**config.mk**
```make
export PLATFORM = sky130hd
export DESIGN_NAME = spi_adc_responder
export DESIGN_NICKNAME = d
export VERILOG_FILES = /design/src/rtl/spi_adc_responder.sv
export SDC_FILE = /design/constraint.sdc
export NUM_CORES = 1
export LEC_CHECK = 0
export CORE_MARGIN = 3
export CORE_UTILIZATION = 54
export DETAILED_ROUTE_END_ITERATION = 16
export GPL_TIMING_DRIVEN = 1
export PLACE_DENSITY_LB_ADDON = 0.1
export SYNTH_ARGS = -nofsm -noshare
export SYNTH_HDL_FRONTEND = slang
export SYNTH_SLANG_ARGS = --single-unit
```
**constraint.sdc**
```tcl
create_clock -name clk -period 2.1 [get_ports clk]
set_input_delay 0.42 -clock clk [delete_from_list [all_inputs] [get_ports clk]]
set_output_delay 0.42 -clock clk [all_outputs]
set_load 0.02 [all_outputs]
```
**src/rtl/spi_adc_responder.sv**
```systemverilog
// SPI responder emulating a 12-bit serial ADC: serves {lead zeros, sample, tail}
// on miso and captures the master's mosi word, all from oversampled SPI pins.
module spi_adc_responder #(
  parameter int FRAME_BITS  = 16,
  parameter int LEAD_ZEROS  = 4,
  parameter int DATA_W      = 12,
  parameter int SYNC_STAGES = 2
) (
  input  logic                  clk,
  input  logic                  reset,
  input  logic                  cs,
  input  logic                  sck,
  input  logic                  mosi,
  input  logic [DATA_W-1:0]     sample_in,
  output logic                  miso,
  output logic                  busy,
  output logic [FRAME_BITS-1:0] rx_data,
  output logic                  frame_done,
  output logic                  short_frame
);

  localparam int TAIL  = FRAME_BITS - LEAD_ZEROS - DATA_W;
  localparam int CNT_W = $clog2(FRAME_BITS + 1);

  typedef enum logic {
    IDLE   = 1'b0,
    ACTIVE = 1'b1
  } state_t;

  // Handshake: none; cs frames a transfer, sck edges carry bits. Actions fire on
  // synchronized edges, SYNC_STAGES+1 clk cycles after the pin edge.

  logic [SYNC_STAGES-1:0] cs_sync;
  logic [SYNC_STAGES-1:0] sck_sync;
  logic [SYNC_STAGES-1:0] mosi_sync;
  logic                   cs_d;
  logic                   sck_d;

  logic cs_s;
  logic sck_s;
  logic mosi_s;
  logic cs_rise;
  logic cs_fall;
  logic sck_rise;
  logic sck_fall;

  state_t                state;
  logic [CNT_W-1:0]      tx_cnt;
  logic [CNT_W-1:0]      rx_cnt;
  logic [FRAME_BITS-2:0] tx_shift;
  logic [FRAME_BITS-1:0] rx_shift;
  logic [FRAME_BITS-1:0] tx_load;

  // Synchronizers reset to 0 so a cs held low through reset never looks like a fall.
  always_ff @(posedge clk) begin
    if (reset) begin
      cs_sync   <= '0;
      sck_sync  <= '0;
      mosi_sync <= '0;
      cs_d      <= 1'b0;
      sck_d     <= 1'b0;
    end else begin
      cs_sync   <= (cs_sync << 1) | SYNC_STAGES'(cs);
      sck_sync  <= (sck_sync << 1) | SYNC_STAGES'(sck);
      mosi_sync <= (mosi_sync << 1) | SYNC_STAGES'(mosi);
      cs_d      <= cs_sync[SYNC_STAGES-1];
      sck_d     <= sck_sync[SYNC_STAGES-1];
    end
  end

  assign cs_s     = cs_sync[SYNC_STAGES-1];
  assign sck_s    = sck_sync[SYNC_STAGES-1];
  assign mosi_s   = mosi_sync[SYNC_STAGES-1];
  assign cs_rise  = cs_s & ~cs_d;
  assign cs_fall  = ~cs_s & cs_d;
  assign sck_rise = sck_s & ~sck_d;
  assign sck_fall = ~sck_s & sck_d;

  assign tx_load = FRAME_BITS'(sample_in) << TAIL;

  // The MSB goes straight to miso, so tx_shift only keeps the bits still to send.
  always_ff @(posedge clk) begin
    if (reset) begin
      state       <= IDLE;
      tx_cnt      <= '0;
      rx_cnt      <= '0;
      tx_shift    <= '0;
      rx_shift    <= '0;
      rx_data     <= '0;
      miso        <= 1'b0;
      busy        <= 1'b0;
      frame_done  <= 1'b0;
      short_frame <= 1'b0;
    end else begin
      frame_done  <= 1'b0;
      short_frame <= 1'b0;
      case (state)
        IDLE: begin
          miso <= 1'b0;
          busy <= 1'b0;
          if (cs_fall) begin
            state    <= ACTIVE;
            tx_shift <= tx_load[FRAME_BITS-2:0];
            miso     <= tx_load[FRAME_BITS-1];
            tx_cnt   <= '0;
            rx_cnt   <= '0;
            busy     <= 1'b1;
          end
        end
        ACTIVE: begin
          // cs edges win; an sck edge in the same cycle is dropped.
          if (cs_rise) begin
            state <= IDLE;
            busy  <= 1'b0;
            miso  <= 1'b0;
            if (rx_cnt == CNT_W'(FRAME_BITS)) begin
              rx_data    <= rx_shift;
              frame_done <= 1'b1;
            end else begin
              short_frame <= 1'b1;
            end
          end else if (sck_rise) begin
            if (rx_cnt < CNT_W'(FRAME_BITS)) begin
              rx_shift <= {rx_shift[FRAME_BITS-2:0], mosi_s};
              rx_cnt   <= rx_cnt + 1'b1;
            end
          end else if (sck_fall) begin
            if (tx_cnt < CNT_W'(FRAME_BITS - 1)) begin
              miso     <= tx_shift[FRAME_BITS-2];
              tx_shift <= tx_shift << 1;
              tx_cnt   <= tx_cnt + 1'b1;
            end else begin
              miso <= 1'b0;
            end
          end
        end
        default: state <= IDLE;
      endcase
    end
  end

endmodule

```
==> impl_metrics.csv <==
group,metric,value,unit
power_and_ir_drop,p_leak,1.229,nW
critical_path,crit_arrival,1.96,ns
clock_tree,cts_resized,0,
layout,fin_nets,339,
routing,antenna_left,0,
sta,worst_slew_pin_slew,0.5671,ns
routing,viasPerCell,5.121,
job,maxCapViolations,0,
critical_path,crit_path_start_kind,"flip-flop",
routing,totalWireLength,4.849,mm
die,num_rows,25,
global_routing,grt_pass1_vias,1919,
routing,drt_iter0_drc,75,
die,die_area,6040,um^2
sta,period_share,83.19,%
synthesis,postSynthAreaPerCell,9.712,um^2
synthesis,yosys_warnings,0,
global_routing,antenna_found_initial,0,
die,die_h,77.72,um
placement,preCtsSetupSlack,0.3744,ns
synthesis,ys_seq_area_share,50.45,%
layout,multi_input_area,1240,um^2
critical_path,reg2reg_depth,3,
layout,n_antenna_cell,0,
sta,maxSlewHeadroom,62.19,%
sta,period_minus_slack,1.747,ns
routing,drtPass1Iterations,4,
die,core,4848,um^2
sta,fmax,572.4,MHz
routing,wl_per_cell,12.43,um
placement,port-buffer-count,36,
synthesis,synthesis.area,2778,um^2
global_routing,grt_overflow,0,
synthesis,synth_xor_area_share,0,%
synthesis,syn_inst,286,
worst_hold_path,holdCritPathClass,"primary input to flip-flop",
synthesis,synth_cell_types,35,
layout,final_area,3343,um^2
synthesis,synth_top_family_by_area,"simple AND/OR/NAND/NOR gates",
global_routing,track_usage,17.93,%
die,die_x,77.72,um
clock_tree,cts-root-buf,"clkbuf_8",
synthesis,synthMuxAreaShare,10.09,%
clock_tree,clk_latency,0.33,ns
synthesis,synth_nets,306,
clock_tree,cts_htree_levels,3,
sta,skew,0.005710,ns
die,pin_count,37,
synthesis,synth_fa_ha_area_share,1.351,%
run_status,outcome,"finished, final reports clean",
placement,dpl.hpwl,3.193,mm
worst_hold_path,worstHoldPathCells,2,
critical_path,critPathKind,"flip-flop to flip-flop",
placement,routabilityCongestion,0.7617,
sta,hold_violations,0,
sta,rsz0062_at_grt,"false",
critical_path,worstPathRequired,2.31,ns
layout,layout-drive-gt1-share,11.76,%
critical_path,end_kind,"flip-flop",
placement,dpl_cell_area,3133,um^2
power_and_ir_drop,ir_drop,0.5084,mV
clock_tree,postCtsHoldBufs,0,
global_routing,grt_max_degree,35,
layout,syn_to_final_growth,20.36,%
sta,setup_viol,0,
critical_path,crit_fanout,16,
routing,vias,1997,
clock_tree,cts_setup_buffers,0,
synthesis,synth-compound-area-share,13.65,%
power_and_ir_drop,power.density,781.0,nW/um^2
global_routing,grt_pass1_wl,8.604,mm
synthesis,synth_seq_cells,70,
clock_tree,cts_max_path_buffers,2,
layout,fillCellCount,387,
clock_tree,cts_tree,"done",
sta,final.setup.worst_slack,0.3529,ns
sta,finalMaxSlewViolations,0,
sta,whs,0.4278,ns
sta,final.setup.tns,0,ns
clock_tree,path_clk_slew,0.07,ns
die,initial_core_util,57.29,%
synthesis,synth_simple_gate_area_share,19.55,%
power_and_ir_drop,power,0.002611,W
clock_tree,cts_buffers,9,
routing,post-route-drc-count,0,
clock_tree,clock-sinks,70,
layout,seqCellArea,1401,um^2
[Yosys cell counts, drive strengths merged]
library cell  number  area [um^2]
nand4              3        18.77
inv                6        22.52
or3                2        12.51
nor2b              9        56.30
buf               12        91.33
nor3b              3        38.79
nand3             10        55.05
a31oi              1        12.51
and4               1        8.760
clkbuf             6        22.52
a211oi            11        137.6
a41oi              3        33.79
nor2              31        116.4
dfxtp             70         1401
o21ai              4        20.02
nand2             41        153.9
ha                 3        37.54
nor4               1        6.260
nand3b             1        7.510
a41o               1        21.27
a21oi             30        153.9
and3               1        6.260
and2b              1        7.510
nand2b             4        25.02
mux2i             28        280.3
and4bb             1        12.51
nand4b             2        17.52
[final timing paths]
check / start / end / slack, ns
hold reg to reg: cs_sync[0]$_SDFF_PP0_ / cs_sync[1]$_SDFF_PP0_ / 0.45
hold / removal: reset / tx_cnt[0]$_SDFFE_PP0P_ / 0.43
setup / recovery: state$_SDFF_PP0_ / rx_shift[6]$_SDFFE_PP0P_ / 0.35
setup reg to reg: state$_SDFF_PP0_ / rx_shift[6]$_SDFFE_PP0P_ / 0.35
[registers in the layout (all words and copies together) (netlist names), 2 cells and up]
signal     cells
rx_data       16
tx_cnt         5
rx_cnt         5
cs_sync        2
sck_sync       2
mosi_sync      2
tx_shift      15
rx_shift      16
[per-stage QoR]
step | utilization (%) | std cells
floorplan | - | 286
global placement | 64.62 | 375
detailed placement | 64.62 | 375
CTS | 68.95 | 390
global route | 68.95 | 390
finish | 68.95 | 390
[power breakdown]
| part | switching, W | leakage (nW) | internal, W | total, W |
|---|---|---|---|---|
| combinational | 0.0000583 | 0.558 | 0.0000552 | 0.000114 |
| sequential | 0.0000103 | 0.566 | 0.00134 | 0.00135 |
| clock | 0.000483 | 0.105 | 0.000662 | 0.00114 |
[kinds of logic (layout without fill, tap and decap cells)]
kind of cell             count (synthesis)  after routing
adder cells (fa/ha/maj)                  3              3
AO/OA/AOI/OAI                           50             50
multiplexers                            28             28
flip-flops                              70             70
buffers and inverters                   24             61
AND/OR/NAND/NOR                        111            111
[placed cells by master, fill, tap and decap left out]
cell and n:
clkdlybuf4s50_1 35, buf_2 1, buf_4 4, and2b_1 1, nand3_2 1, and3_1 1
a21oi_1 29, a31oi_2 1, ha_1 3, clkinv_2 2, a41oi_1 2, or3_1 2
a21oi_2 1, mux2i_1 28, nor3b_1 1, nand3_1 9, a41o_4 1, bufinv_16 2
clkinvlp_4 1, nor4_1 1, nor2b_1 9, o21ai_0 4, nor2_1 31, nand4_1 3
inv_6 1, and4_1 1, nand4b_1 2, a211oi_2 11, nand2_1 41, and4bb_1 1
clkbuf_8 9, nand2b_1 4, nor3b_2 1, inv_1 6, nor3b_4 1, a41oi_2 1
dfxtp_1 70, nand3b_1 1
[worst max-delay path: stages (launching register included)]
cell and delay [ns]:
dfxtp_1 0.67, nand3_2 0.56, mux2i_1 0.33, nor2_1 0.06
[final cells by class]
class	instances	share of cell area (%)
Clock buffer	9	3.705
Clock inverter	6	2.582
Inverter	6	0.6737
Multi-Input combinational cell	192	37.09
Sequential cell	70	41.92
Tap cell	67	2.507
Timing Repair Buffer	40	11.53
[routing by layer]
| metal | routed length (um) | GRT usage (%) | up-vias |
|---|---|---|---|
| met2 | 2230 | 28.34 | 31 |
| li1 | - | - | 1044 |
| met4 | 113 | 10.14 | 0 |
| met1 | 2338 | 22.31 | 911 |
| met5 | 0 | 0 | - |
| met3 | 167 | 4.292 | 11 |
(Power assumes the default switching activity.)
